## src/rtl/sys_ctrl_v2.sv

```systemverilog
// Command decoder between the UART RX/TX pair and the register file, ALU and clock gating.
// Byte frames from RX become RF writes, RF reads and ALU runs; replies are serialised to TX.

module sys_ctrl_v2 #(
  parameter int                    DATA_WIDTH    = 8,
  parameter int                    RF_ADDR       = 4,
  parameter int                    ALU_OUT_WIDTH = 16,
  parameter int                    OPA_ADDR      = 0,
  parameter int                    OPB_ADDR      = 1,
  parameter logic [DATA_WIDTH-1:0] CMD_WR        = 8'hAA,
  parameter logic [DATA_WIDTH-1:0] CMD_RD        = 8'hBB,
  parameter logic [DATA_WIDTH-1:0] CMD_ALU_OP    = 8'hCC,
  parameter logic [DATA_WIDTH-1:0] CMD_ALU_NOP   = 8'hDD,
  parameter logic [DATA_WIDTH-1:0] ERR_CODE      = 8'hEE,
  parameter int                    RX_TIMEOUT    = 1024,
  parameter int                    RD_TIMEOUT    = 16
) (
  input  logic                     CLK,
  input  logic                     RST,
  output logic                     RF_WrEn,
  output logic                     RF_RdEn,
  output logic [RF_ADDR-1:0]       RF_Address,
  output logic [DATA_WIDTH-1:0]    RF_WrData,
  input  logic [DATA_WIDTH-1:0]    RF_RdData,
  input  logic                     RF_RdData_VLD,
  output logic                     CLKG_EN,
  output logic                     CLKDIV_EN,
  output logic [3:0]               ALU_FUN,
  output logic                     ALU_EN,
  input  logic [ALU_OUT_WIDTH-1:0] ALU_OUT,
  input  logic                     ALU_OUT_VLD,
  input  logic [DATA_WIDTH-1:0]    UART_RX_DATA,
  input  logic                     UART_RX_VLD,
  input  logic                     UART_TX_Busy,
  output logic [DATA_WIDTH-1:0]    UART_TX_DATA,
  output logic                     UART_TX_VLD,
  output logic                     ERR_FLAG
);

  localparam int OUT_BYTES = ALU_OUT_WIDTH / DATA_WIDTH;
  localparam int CNT_MAX   = (RX_TIMEOUT > RD_TIMEOUT) ? RX_TIMEOUT : RD_TIMEOUT;
  localparam int CNT_W     = $clog2(CNT_MAX + 1);
  localparam int IDX_W     = $clog2(OUT_BYTES + 1);

  typedef enum logic [3:0] {
    IDLE, WR_ADDR, WR_DATA, RD_ADDR, RD_WAIT, OPA, OPB, FUN, ALU_WAIT, TX_SEND, TX_WAIT
  } state_t;

  state_t state, state_nxt;

  logic [RF_ADDR-1:0]       addr_q, addr_q_nxt;
  logic [ALU_OUT_WIDTH-1:0] tx_buf, tx_buf_nxt;
  logic [IDX_W-1:0]         tx_left, tx_left_nxt;
  logic                     busy_seen, busy_seen_nxt;
  logic [CNT_W-1:0]         cnt, cnt_nxt;

  logic                     rf_wr_en_nxt, rf_rd_en_nxt, alu_en_nxt, tx_vld_nxt, err_nxt, clkg_en_nxt;
  logic [RF_ADDR-1:0]       rf_address_nxt;
  logic [DATA_WIDTH-1:0]    rf_wr_data_nxt, tx_data_nxt;
  logic [3:0]               alu_fun_nxt;

  logic rx_frame_state, rx_drop_state, rx_timeout, rd_timeout, known_cmd, tx_done;

  // One counter serves both the inter-byte gap of a frame and the RF read wait;
  // the two never run at the same time.
  assign rx_frame_state = state inside {WR_ADDR, WR_DATA, RD_ADDR, OPA, OPB, FUN};
  assign rx_drop_state  = state inside {RD_WAIT, ALU_WAIT, TX_SEND, TX_WAIT};
  assign rx_timeout     = rx_frame_state && !UART_RX_VLD && (cnt == CNT_W'(RX_TIMEOUT - 1));
  assign rd_timeout     = (state == RD_WAIT) && !RF_RdData_VLD && (cnt == CNT_W'(RD_TIMEOUT - 1));
  assign known_cmd      = (UART_RX_DATA == CMD_WR) || (UART_RX_DATA == CMD_RD) ||
                          (UART_RX_DATA == CMD_ALU_OP) || (UART_RX_DATA == CMD_ALU_NOP);
  assign tx_done        = (state == TX_WAIT) && busy_seen && !UART_TX_Busy;

  always_ff @(posedge CLK) begin
    if (!RST) state <= IDLE;
    else      state <= state_nxt;
  end

  always_comb begin
    state_nxt = state;
    if (rx_timeout) begin
      state_nxt = IDLE;
    end else begin
      case (state)
        IDLE: begin
          if (UART_RX_VLD) begin
            if      (UART_RX_DATA == CMD_WR)      state_nxt = WR_ADDR;
            else if (UART_RX_DATA == CMD_RD)      state_nxt = RD_ADDR;
            else if (UART_RX_DATA == CMD_ALU_OP)  state_nxt = OPA;
            else if (UART_RX_DATA == CMD_ALU_NOP) state_nxt = FUN;
            else                                  state_nxt = TX_SEND;
          end
        end
        WR_ADDR:  if (UART_RX_VLD) state_nxt = WR_DATA;
        WR_DATA:  if (UART_RX_VLD) state_nxt = IDLE;
        RD_ADDR:  if (UART_RX_VLD) state_nxt = RD_WAIT;
        RD_WAIT:  if (RF_RdData_VLD || rd_timeout) state_nxt = TX_SEND;
        OPA:      if (UART_RX_VLD) state_nxt = OPB;
        OPB:      if (UART_RX_VLD) state_nxt = FUN;
        FUN:      if (UART_RX_VLD) state_nxt = ALU_WAIT;
        ALU_WAIT: if (ALU_OUT_VLD) state_nxt = TX_SEND;
        TX_SEND:  if (!UART_TX_Busy) state_nxt = TX_WAIT;
        TX_WAIT: begin
          if (tx_done) state_nxt = (tx_left == IDX_W'(1)) ? IDLE : TX_SEND;
        end
        default:  state_nxt = IDLE;
      endcase
    end
  end

  // Next values of every registered output and of the datapath; strobes default low,
  // everything else holds.
  always_comb begin
    rf_wr_en_nxt   = 1'b0;
    rf_rd_en_nxt   = 1'b0;
    alu_en_nxt     = 1'b0;
    tx_vld_nxt     = 1'b0;
    clkg_en_nxt    = CLKG_EN;
    rf_address_nxt = RF_Address;
    rf_wr_data_nxt = RF_WrData;
    alu_fun_nxt    = ALU_FUN;
    tx_data_nxt    = UART_TX_DATA;
    addr_q_nxt     = addr_q;
    tx_buf_nxt     = tx_buf;
    tx_left_nxt    = tx_left;
    busy_seen_nxt  = busy_seen;

    err_nxt = rx_timeout || rd_timeout || (rx_drop_state && UART_RX_VLD) ||
              ((state == IDLE) && UART_RX_VLD && !known_cmd);

    if (rx_frame_state)        cnt_nxt = UART_RX_VLD ? '0 : cnt + CNT_W'(1);
    else if (state == RD_WAIT) cnt_nxt = cnt + CNT_W'(1);
    else                       cnt_nxt = '0;

    case (state)
      IDLE: begin
        if (UART_RX_VLD && !known_cmd) begin
          tx_buf_nxt  = ALU_OUT_WIDTH'(ERR_CODE);
          tx_left_nxt = IDX_W'(1);
        end
      end
      WR_ADDR: begin
        if (UART_RX_VLD) addr_q_nxt = UART_RX_DATA[RF_ADDR-1:0];
      end
      WR_DATA: begin
        if (UART_RX_VLD) begin
          rf_wr_en_nxt   = 1'b1;
          rf_address_nxt = addr_q;
          rf_wr_data_nxt = UART_RX_DATA;
        end
      end
      RD_ADDR: begin
        if (UART_RX_VLD) begin
          rf_rd_en_nxt   = 1'b1;
          rf_address_nxt = UART_RX_DATA[RF_ADDR-1:0];
        end
      end
      RD_WAIT: begin
        if (RF_RdData_VLD) begin
          tx_buf_nxt  = ALU_OUT_WIDTH'(RF_RdData);
          tx_left_nxt = IDX_W'(1);
        end else if (rd_timeout) begin
          tx_buf_nxt  = ALU_OUT_WIDTH'(ERR_CODE);
          tx_left_nxt = IDX_W'(1);
        end
      end
      OPA: begin
        if (UART_RX_VLD) begin
          rf_wr_en_nxt   = 1'b1;
          rf_address_nxt = RF_ADDR'(OPA_ADDR);
          rf_wr_data_nxt = UART_RX_DATA;
        end
      end
      OPB: begin
        if (UART_RX_VLD) begin
          rf_wr_en_nxt   = 1'b1;
          rf_address_nxt = RF_ADDR'(OPB_ADDR);
          rf_wr_data_nxt = UART_RX_DATA;
        end
      end
      FUN: begin
        if (UART_RX_VLD) begin
          alu_fun_nxt = UART_RX_DATA[3:0];
          alu_en_nxt  = 1'b1;
          clkg_en_nxt = 1'b1;
        end
      end
      ALU_WAIT: begin
        if (ALU_OUT_VLD) begin
          tx_buf_nxt  = ALU_OUT;
          tx_left_nxt = IDX_W'(OUT_BYTES);
          clkg_en_nxt = 1'b0;
        end
      end
      TX_SEND: begin
        if (!UART_TX_Busy) begin
          tx_data_nxt   = tx_buf[DATA_WIDTH-1:0];
          tx_vld_nxt    = 1'b1;
          busy_seen_nxt = 1'b0;
        end
      end
      TX_WAIT: begin
        if (UART_TX_Busy) busy_seen_nxt = 1'b1;
        // The reply is shifted down so the next byte always sits in the low lane.
        if (tx_done) begin
          tx_buf_nxt    = tx_buf >> DATA_WIDTH;
          tx_left_nxt   = tx_left - IDX_W'(1);
          busy_seen_nxt = 1'b0;
        end
      end
      default: ;
    endcase
  end

  always_ff @(posedge CLK) begin
    if (!RST) begin
      RF_WrEn      <= 1'b0;
      RF_RdEn      <= 1'b0;
      ALU_EN       <= 1'b0;
      UART_TX_VLD  <= 1'b0;
      CLKG_EN      <= 1'b0;
      ERR_FLAG     <= 1'b0;
      CLKDIV_EN    <= 1'b1;
      RF_Address   <= '0;
      RF_WrData    <= '0;
      ALU_FUN      <= '0;
      UART_TX_DATA <= '0;
      addr_q       <= '0;
      tx_buf       <= '0;
      tx_left      <= '0;
      busy_seen    <= 1'b0;
      cnt          <= '0;
    end else begin
      RF_WrEn      <= rf_wr_en_nxt;
      RF_RdEn      <= rf_rd_en_nxt;
      ALU_EN       <= alu_en_nxt;
      UART_TX_VLD  <= tx_vld_nxt;
      CLKG_EN      <= clkg_en_nxt;
      ERR_FLAG     <= err_nxt;
      CLKDIV_EN    <= 1'b1;
      RF_Address   <= rf_address_nxt;
      RF_WrData    <= rf_wr_data_nxt;
      ALU_FUN      <= alu_fun_nxt;
      UART_TX_DATA <= tx_data_nxt;
      addr_q       <= addr_q_nxt;
      tx_buf       <= tx_buf_nxt;
      tx_left      <= tx_left_nxt;
      busy_seen    <= busy_seen_nxt;
      cnt          <= cnt_nxt;
    end
  end

endmodule

```

## config.mk

```make
export PLATFORM = sky130hd
export DESIGN_NAME = sys_ctrl_v2
export DESIGN_NICKNAME = d
export VERILOG_FILES = /design/src/rtl/sys_ctrl_v2.sv
export SDC_FILE = /design/constraint.sdc
export NUM_CORES = 1
export LEC_CHECK = 0
export BUFFER_PORTS_ARGS = -buffer_cell sky130_fd_sc_hd__buf_4
export CORE_AREA = 2 2 86 88
export CTS_BUF_LIST = sky130_fd_sc_hd__clkbuf_4 sky130_fd_sc_hd__clkbuf_8 sky130_fd_sc_hd__clkbuf_16
export DETAILED_ROUTE_END_ITERATION = 8
export DIE_AREA = 0 0 88 90
export GPL_TIMING_DRIVEN = 0
export PLACE_DENSITY = 0.72
export SETUP_SLACK_MARGIN = 0.02
export SLEW_MARGIN = 25
export SYNTH_ARGS = -nofsm -noshare
export SYNTH_HDL_FRONTEND = slang
export SYNTH_SLANG_ARGS = --single-unit
export TNS_END_PERCENT = 50
```

## constraint.sdc

```tcl
create_clock -name CLK -period 4.7 [get_ports CLK]
set_input_delay 0 -clock CLK [delete_from_list [all_inputs] [get_ports CLK]]
set_output_delay 0 -clock CLK [all_outputs]
set_load 0.03 [all_outputs]
```

==> impl_metrics.ini, run 1 <==
[power]
leakagePower_nw = 1.78
peakVddDrop_mv = 0.267
power_mw = 1.94
power_density_over_cell_area_mw_per_mm2 = 443

[clock_network]
cts_sinks = 68
clockBufferDepth = 2
cts_post_setup_buffers_inserted = 0
clock_slew_at_reported_path_ffs_ns = 0.07
clock_tree.htree_level_count = 3
clk-insertion-delay-late_ns = 0.34
cts-root-buf = clkbuf_8
resize_count_post_cts = 0
holdBufCountCts = 18
cts_tree = yes
cts-buffers-inserted = 9

[hold_path]
whs_endpoint = CLKG_EN$_SDFFE_PN0P_
min-delay-start = ALU_OUT_VLD
hold_path_depth = 4
min_path_type = in -> reg

[placed_design]
hpwl_um = 6270
placement.io_buffers = 67
routability_driven_placement_congestion_ratio = 0.928

[worst_setup_path]
timing.setup.critical_path_class = reg -> reg
rr_startpoint = cnt[0]$_SDFF_PN0_
r2r_setup_slack_ns = 2.72
startpoint_type = register
critPathArrivalTime_ns = 2.21
timing.rr.end = state[2]$_SDFFE_PP0P_
worst-endpoint-required_ns = 4.93
crit_path_capture_type = register
crit_fanout = 6
reg2reg_depth = 6

[global_routing]
global_route_wire_length_before_repair_um = 14300
grt_remaining_overflow = 0
grt_antenna_before_repair = 0
globalRouteTotalUtil_pct = 23.2
first_global_vias = 2937
grt_max_degree = 12

[finish]
fillerInstances = 599
finish.net_count = 522
n_antenna_cell = 0
final_layout_size_suffix_gt1_share_pct = 24.5
syn2layout_area_growth_pct = 29.0

[logic_synthesis]
synth.distinct_cells = 55
synth_edf_count = 0
post_synth_and_or_nand_nor_area_fraction_pct = 24.2
yosys-top-cells-count = dfxtp_1 (68), nor2_1 (54), nand2_1 (43)
syn_inst = 386
synth-adder-area-share_pct = 0.738
most_frequent_cell_after_synthesis = dfxtp_1
synth.yosys.seq_area_share_pct = 40.1
ys_top_cells_by_area = dfxtp_1 (40%), mux2i_1 (11%), nor2_1 (6.0%), nand2_1 (4.8%), o21ai_0 (3.7%)
synthesis.area_per_instance_um2 = 8.78
synth.cell_area_mm2 = 0.00339
syn_nets = 426
yosys-mux-area-fraction_pct = 13.9
synth-seq-cells = 68
yosysWarningCount = 0
yosysTopAreaCellShare_pct = 40.1
synth_flop_cell = dfxtp_1
combinational_family_with_the_most_area_after_synthesis = simple AND/OR/NAND/NOR gates
ys_async_sr_fraction_pct = 0
netlist.top_cell.by_area = dfxtp_1
synth-compound-area-share_pct = 13.1
yosys.area_share.xor_xnor_pct = 3.10

[timing]
fin_skew_ns = 0.00697
post-route-period-util_pct = 42.2
hold_ws_ns = 0.0328
drv_slew = 0
maxSlewHeadroom_pct = 47.2
final.min_clock_period_ns = 1.98
setup_tns_ns = 0
setup-violations-final = 0
worst_pin_slew_ns = 0.785
rsz0062_at_grt = no
hold_viol = 0
clock.fmax_mhz = 505

[route]
ant_nets = 0
route.detailed.wl_per_inst_um = 14.9
route.detailed.drc = 0
totalWireLength_um = 8740
initial_detailed_routing_violation_count = 212
num_vias = 3104
drt_pass1_iterations = 5
vias_per_cell = 5.31

[die]
die_area_mm2 = 0.00792
fp.dieH_um = 90
fp.coreArea_mm2 = 0.00702
rows = 31
floorplan.initialDensity_pct = 48.3
die_x_um = 88
io-pin-count = 69

[run_status]
status = finished, final reports clean

[run]
total_of_max_cap_violations = 0
-- cell families (layout without fill, tap and decap cells) --
group                    count (synthesis)  in the layout
AND/OR/NAND/NOR                        159            159
AO/OA/AOI/OAI                           66             66
multiplexers                            46             46
adder cells (fa/ha/maj)                  2              2
buffers and inverters                   32            132
other                                    1              1
XOR/XNOR                                12             12
flip-flops                              68             68
-- worst max path at each step --
stage,end,slack [ns],cells after the start,start
2_1_floorplan,state[2]$_SDFFE_PP0P_,2.96,6,cnt[0]$_SDFF_PN0_
3_3_place_gp,state[2]$_SDFFE_PP0P_,2.75,6,cnt[0]$_SDFF_PN0_
3_5_place_dp,state[2]$_SDFFE_PP0P_,2.74,6,cnt[0]$_SDFF_PN0_
4_1_cts,state[2]$_SDFFE_PP0P_,2.72,6,cnt[0]$_SDFF_PN0_
5_1_grt,state[2]$_SDFFE_PP0P_,2.56,6,cnt[0]$_SDFF_PN0_
6_report,state[2]$_SDFFE_PP0P_,2.72,6,cnt[0]$_SDFF_PN0_
-- layout make-up --
class	count	area (µm²)	share of cell area (%)
inverter	8	30.0	0.686
tap	99	124	2.83
buffer	24	128	2.92
sequential	68	1360	31.1
timing repair buffer	85	683	15.6
clock buffer	11	151	3.46
multi-input combinational	286	1870	42.8
clock inverter	4	25.0	0.572
-- power by group --
| group | total (mW) | internal [mW] | switching, mW |
|---|---|---|---|
| sequential | 0.693 | 0.646 | 0.0469 |
| combinational | 0.814 | 0.334 | 0.480 |
| clock | 0.431 | 0.215 | 0.216 |
-- through the flow --
step | utilization (%) | setup slack, ns | std cells | area [µm²]
6_report | 62.3 | 2.72 | 585 | 4370
5_1_grt | 62.3 | 2.56 | 585 | 4370
4_1_cts | 62.3 | 2.72 | 585 | 4370
3_5_place_dp | 57.2 | 2.74 | 552 | 4020
3_3_place_gp | 57.2 | 2.75 | 552 | 4020
2_1_floorplan | - | 2.96 | 386 | 3390
-- critical path, stage by stage, from the launching register on --
cell and delay, ns:
dfxtp_1 0.44, ha_1 0.30, nand3_1 0.15, nand3b_1 0.23
a221oi_4 0.43, mux2i_1 0.26, a211oi_2 0.06
-- metal layers --
layer | up-vias | share of wire, % | track usage (%)
li1 | 1537 | - | -
met1 | 1437 | 44 | 30.5
met2 | 103 | 48 | 36.1
met3 | 27 | 4.9 | 4.22
met4 | 0 | 3.1 | 11.7
met5 | - | 0 | 0
-- cell usage in the layout (no fill, tap or decap), types with 2 or more instances in the layout --
master,Yosys,routed
mux2_2,8,8
clkinv_2,0,2
and3b_1,2,2
clkbuf_8,0,11
inv_1,8,8
nand3_1,10,10
and4_1,3,3
ha_1,2,2
a31oi_1,8,8
and4bb_2,2,2
and3_1,6,6
nand2_1,43,43
buf_2,9,9
dlygate4sd3_1,0,18
xor2_1,8,8
o211ai_1,2,2
clkbuf_1,9,9
nand2b_1,9,9
clkinvlp_4,0,2
buf_4,5,72
or2_2,2,2
o21ai_0,25,25
mux2i_1,38,38
nor4_2,2,2
nor2_1,54,54
xnor2_1,4,4
a21oi_1,13,13
dfxtp_1,68,68
nand4_1,2,2
o2bb2ai_1,3,3
and2_1,4,4
nor3_1,3,3
nor3b_1,4,4
a32o_1,2,2
nand3b_1,4,4
-- flip-flops by register name, summed over array words and instances, names as in the netlist --
name / cells
tx_buf: 16
cnt: 11
RF_WrData: 8
UART_TX_DATA: 8
ALU_FUN: 4
RF_Address: 4
addr_q: 4
state: 4
tx_left: 2
ALU_EN: 1
CLKG_EN: 1
ERR_FLAG: 1
RF_RdEn: 1
RF_WrEn: 1
UART_TX_VLD: 1
busy_seen: 1
Note: power is estimated with default switching activity, not from simulation.
==> run 2, diff against run 1 <==
==> constraint.sdc (replaced) <==
create_clock -name CLK -period 2.1 [get_ports CLK]
set_input_delay 0 -clock CLK [delete_from_list [all_inputs] [get_ports CLK]]
set_output_delay 0 -clock CLK [all_outputs]
set_load 0.03 [all_outputs]
==> run 2 against run 1 <==
Die area is the same. Flip-flop and latch count is the same. Cell count grew 0.17%. Critical path depth stayed put. Critical endpoint unchanged. Power increased by 120%. Largest cell class unchanged. Sequential share of layout area decreased by 0.071 points. Wire length decreased by 0.27%. Core utilization rose by 0.14 points. Setup slack worse by 2.5 ns. Non-clock buffer count increased by 1.
==> impl_metrics.ini, run 2 (synthesis results as in run 1) <==
[global_routing]
globalRouteTotalUtil_pct = 23.2
grt_max_degree = 12
first_global_vias = 2937
grt_antenna_before_repair = 0
global_route_wire_length_before_repair_um = 14300
grt_remaining_overflow = 0

[route]
drt_pass1_iterations = 6
route.detailed.drc = 0
totalWireLength_um = 8720
route.detailed.wl_per_inst_um = 14.9
num_vias = 3103
initial_detailed_routing_violation_count = 216
vias_per_cell = 5.30
ant_nets = 0

[clock_network]
clockBufferDepth = 2
cts-root-buf = clkbuf_8
clk-insertion-delay-late_ns = 0.34
cts_sinks = 68
clock_tree.htree_level_count = 3
cts_tree = yes
clock_slew_at_reported_path_ffs_ns = 0.07
cts-buffers-inserted = 9

[timing]
fin_skew_ns = 0.00593
hold_viol = 0
maxSlewHeadroom_pct = 47.4
post-route-period-util_pct = 91.4
timing.final.ws_setup_ns = 0.180
worst_pin_slew_ns = 0.783
clock.fmax_mhz = 521
setup_tns_ns = 0
setup-violations-final = 0
final.min_clock_period_ns = 1.92
rsz0062_at_grt = yes
drv_slew = 0

[power]
leakagePower_nw = 1.78
power_density_over_cell_area_mw_per_mm2 = 992
power_mw = 4.35
peakVddDrop_mv = 0.594

[placed_design]
placement.io_buffers = 67
post-place-ws_ns = 0.138
routability_driven_placement_congestion_ratio = 0.928
hpwl_um = 6270

[finish]
ff_latch_area_mm2 = 0.00136
largest_register = tx_buf
fillerInstances = 596
multi_input_gate_area_mm2 = 0.00187
largest_reg_flops = 16
most-common-layout-cells = buf_4 (73), dfxtp_1 (68), nor2_1 (54), nand2_1 (43), mux2i_1 (38)
syn2layout_area_growth_pct = 29.3
n_antenna_cell = 0
final_layout_size_suffix_gt1_share_pct = 24.8
commonest_non_fill_non_tap_cell_in_the_layout = buf_4
finish.net_count = 523
reg_top3 = tx_buf: 16 flops, cnt: 11 flops

[worst_setup_path]
crit_fanout = 6
startpoint_type = register
critPathArrivalTime_ns = 2.15
r2r_setup_slack_ns = 0.18
crit_path_capture_type = register
worst-endpoint-required_ns = 2.33
timing.setup.critical_path_class = reg -> reg

[die]
die_x_um = 88
rows = 31
io-pin-count = 69
die_area_mm2 = 0.00792
floorplan.initialDensity_pct = 48.3
fp.dieH_um = 90
fp.coreArea_mm2 = 0.00702

[run]
total_of_max_cap_violations = 0

[run_status]
status = finished, final reports clean

[hold_path]
min_path_type = in -> reg
[run 2: cell types whose count changed in the layout (fill, tap and decap cells not counted)]
cell / previous run / this run
ha_1: 2 / 1
ha_2: 0 / 1
buf_4: 72 / 73
[run 2: final cells by class]
cell class | instances | share of cell area [%]
plain buffers | 24 | 2.91
repair buffers | 86 | 15.8
multi-input cells | 286 | 42.8
inverters | 8 | 0.685
clock inverters | 4 | 0.571
clock buffers | 11 | 3.45
well taps | 99 | 2.83
flip-flops and latches | 68 | 31.1
[run 2: worst max-delay path, stage by stage, from the launching register on]
cell	delay [ns]
dfxtp_1	0.44
ha_2	0.27
nand3_1	0.13
nand3b_1	0.22
a221oi_4	0.40
mux2i_1	0.27
a211oi_2	0.07
[run 2: final timing paths]
check / startpoint / to / cells after the start
min reg2reg: tx_buf[13]$_SDFFE_PN0P_ / tx_buf[13]$_SDFFE_PN0P_ / 2
min: ALU_OUT_VLD / CLKG_EN$_SDFFE_PN0P_ / 4
max reg2reg: cnt[0]$_SDFF_PN0_ / state[2]$_SDFFE_PP0P_ / 6
max: cnt[0]$_SDFF_PN0_ / state[2]$_SDFFE_PP0P_ / 6
[run 2: metrics by stage]
step / instances / utilization (%) / hold slack, ns / area, µm²
finish: 586 / 62.4 / 0.0314 / 4380
detailed placement: 552 / 57.2 / 0.269 / 4020
global placement: 552 / 57.2 / 0.253 / 4020
global route: 586 / 62.4 / 0.0526 / 4380
floorplan: 386 / - / 0.142 / 3390
CTS: 585 / 62.3 / 0.0303 / 4370
[run 2: timing repair]
item,CTS,global route
endpoints found under the setup margin,0,5
setup buffers,0,1
endpoints found under the hold margin,27,0
resized for setup,0,1
hold buffers,18,0
[run 2: metal layers]
metal	vias up	track usage, %	wire, µm	share of wire (%)
met5	-	0	0	0
met1	1436	30.5	3840	44
li1	1539	-	-	-
met3	29	4.22	433	5.0
met2	99	36.1	4150	48
met4	0	11.7	298	3.4
[run 2: where the power goes]
group	internal, mW	leakage [nW]	switching, mW
Sequential	1.45	0.551	0.103
Clock	0.482	0.0872	0.485
Combinational	0.759	1.14	1.07
Total	2.69	1.78	1.66
==> run 3, diff against run 2 <==
--- a/config.mk
+++ b/config.mk
@@ -6,12 +6,14 @@
 export NUM_CORES = 1
 export LEC_CHECK = 0
 export BUFFER_PORTS_ARGS = -buffer_cell sky130_fd_sc_hd__buf_4
-export CORE_AREA = 2 2 86 88
+export CELL_PAD_IN_SITES_DETAIL_PLACEMENT = 0
+export CELL_PAD_IN_SITES_GLOBAL_PLACEMENT = 1
+export CORE_AREA = 2 2 94 96
 export CTS_BUF_LIST = sky130_fd_sc_hd__clkbuf_4 sky130_fd_sc_hd__clkbuf_8 sky130_fd_sc_hd__clkbuf_16
 export DETAILED_ROUTE_END_ITERATION = 8
-export DIE_AREA = 0 0 88 90
+export DIE_AREA = 0 0 96 98
 export GPL_TIMING_DRIVEN = 0
-export PLACE_DENSITY = 0.72
+export PLACE_DENSITY_LB_ADDON = 0.1
 export SETUP_SLACK_MARGIN = 0.02
 export SLEW_MARGIN = 25
 export SYNTH_ARGS = -nofsm -noshare
==> run 3 against run 2 <==
Final area increased by 1.2%. Combinational power about the same. Sequential share of layout area decreased by 0.35 points.
==> impl_metrics.ini, run 3 (synthesis results as in run 1) <==
[run_status]
status = finished, final reports clean

[clock_network]
cts_tree = yes
cts-root-buf = clkbuf_8
clockBufferDepth = 2
clock_tree.htree_level_count = 3
cts_sinks = 68
cts-buffers-inserted = 9
clock_slew_at_reported_path_ffs_ns = 0.08
clk-insertion-delay-late_ns = 0.35

[timing]
clock.fmax_mhz = 517
setup_tns_ns = 0
setup-violations-final = 0
hold_viol = 0
drv_slew = 0
worst_pin_slew_ns = 0.639
final.min_clock_period_ns = 1.93
rsz0062_at_grt = no
fin_skew_ns = 0.0114
maxSlewHeadroom_pct = 57.4
post-route-period-util_pct = 92.1
hold_ws_ns = 0.0672

[finish]
commonest_non_fill_non_tap_cell_in_the_layout = buf_4
largest_register = tx_buf
finish.net_count = 521
multi_input_gate_area_mm2 = 0.00189
syn2layout_area_growth_pct = 30.9
reg_top3 = tx_buf: 16 flops, cnt: 11 flops
final_core_util_pct = 52.4
n_antenna_cell = 0
final_layout_size_suffix_gt1_share_pct = 25.5
ff_latch_area_mm2 = 0.00136
fillerInstances = 841
largest_reg_flops = 16
most-common-layout-cells = buf_4 (72), dfxtp_1 (67), nor2_1 (54), nand2_1 (43), mux2i_1 (38)

[global_routing]
global_route_wire_length_before_repair_um = 14800
met1_usage_pct = 27.7
globalRouteMet3Util_pct = 3.55
grt_max_degree = 14
globalRouteTotalUtil_pct = 20.3
grt_antenna_before_repair = 0
grt_remaining_overflow = 0
global_route.usage.met2_pct = 32.1
first_global_vias = 2897
globalRoute.busiestLayer = met2

[die]
rows = 34
floorplan.initialDensity_pct = 40.1
fp.dieH_um = 98
fp.coreArea_mm2 = 0.00847
io-pin-count = 69
die_x_um = 96
die_area_mm2 = 0.00941

[route]
vias_per_cell = 5.12
drt_pass1_iterations = 5
totalWireLength_um = 9070
num_vias = 3041
route.detailed.wl_per_inst_um = 15.3
route.detailed.drc = 0
ant_nets = 0
initial_detailed_routing_violation_count = 167

[worst_setup_path]
critPathArrivalTime_ns = 2.17
slowest_stage_cell_on_the_critical_path = dfxtp_1
crit_fanout = 6
worst-endpoint-required_ns = 2.33
crit_chain = ha_2 > nand3_1 > nand3b_1 > a221oi_4 > mux2i_1 > a211oi_2
timing.setup.critical_path_class = reg -> reg
startpoint_type = register
crit_path_capture_type = register
max_stage_delay_ns = 0.43

[power]
power_report.internal_total_mw = 2.79
p_comb_share_pct = 40.7
peakVddDrop_mv = 0.385
power.net_switching_mw = 1.74
power.switching_fraction_pct = 38.4
leakagePower_nw = 1.80
power.clock.fraction_pct = 25.1
pwr-share-seq_pct = 34.2
power_density_over_cell_area_mw_per_mm2 = 1020

[placed_design]
routability_driven_placement_congestion_ratio = 0.860
placement.io_buffers = 67
hpwl_um = 6660

[hold_path]
min_path_type = in -> reg

[run]
total_of_max_cap_violations = 0
## run 3: stage by stage
stage,setup slack (ns),area (µm²),total power [mW],std cells
2_1_floorplan,0.357,3390,2.88,386
3_3_place_gp,0.125,4030,3.35,561
3_5_place_dp,0.126,4030,3.37,561
4_1_cts,0.0987,4420,4.55,595
5_1_grt,0.0114,4440,4.84,594
6_report,0.166,4440,4.53,594
## run 3: final cells by class
class / count / area share (%)
Buffer: 23 / 2.85
Sequential cell: 68 / 30.7
Tap cell: 108 / 3.04
Timing Repair Buffer: 85 / 15.4
Multi-Input combinational cell: 286 / 42.7
Inverter: 8 / 0.677
Clock buffer: 10 / 3.10
Clock inverter: 6 / 1.58
## run 3: power by group through the flow
stage | combinational [mW] | sequential (mW) | clock [mW]
2_1_floorplan | 1.27 | 1.62 | 0
3_3_place_gp | 1.78 | 1.57 | 0
3_5_place_dp | 1.79 | 1.58 | 0
4_1_cts | 1.82 | 1.55 | 1.17
5_1_grt | 2.05 | 1.57 | 1.23
6_report | 1.85 | 1.55 | 1.14
## run 3: repair_timing
item / CTS / global route
endpoints found under the setup margin: 0 / 10
resized for setup: 0 / 6
hold buffers: 18 / 0
setup buffers: 0 / 0
hold endpoints to repair: 27 / 0
## run 3: path summary, 6_finish.rpt
kind | startpoint | to | slack, ns | cells after the start
setup / recovery | cnt[0]$_SDFF_PN0_ | state[2]$_SDFFE_PP0P_ | 0.17 | 6
hold / removal | UART_RX_VLD | ERR_FLAG$_SDFF_PN0_ | 0.07 | 3
setup reg to reg | cnt[0]$_SDFF_PN0_ | state[2]$_SDFFE_PP0P_ | 0.17 | 6
hold reg to reg | RF_Address[0]$_SDFFE_PN0P_ | RF_Address[0]$_SDFFE_PN0P_ | 0.45 | 2
## run 3: worst max-delay path, delay by kind of cell, from the launching register on
kind / cells / cell delay [ns]
compound gates: 2 / 0.49
simple gates: 2 / 0.36
flops: 1 / 0.43
mux: 1 / 0.26
fa+ha+maj: 1 / 0.27
## run 3: layer usage
metal / wire, µm / up-vias
li1: - / 1546
met1: 4220 / 1401
met2: 4280 / 81
met3: 404 / 13
met4: 168 / 0
met5: 0 / -
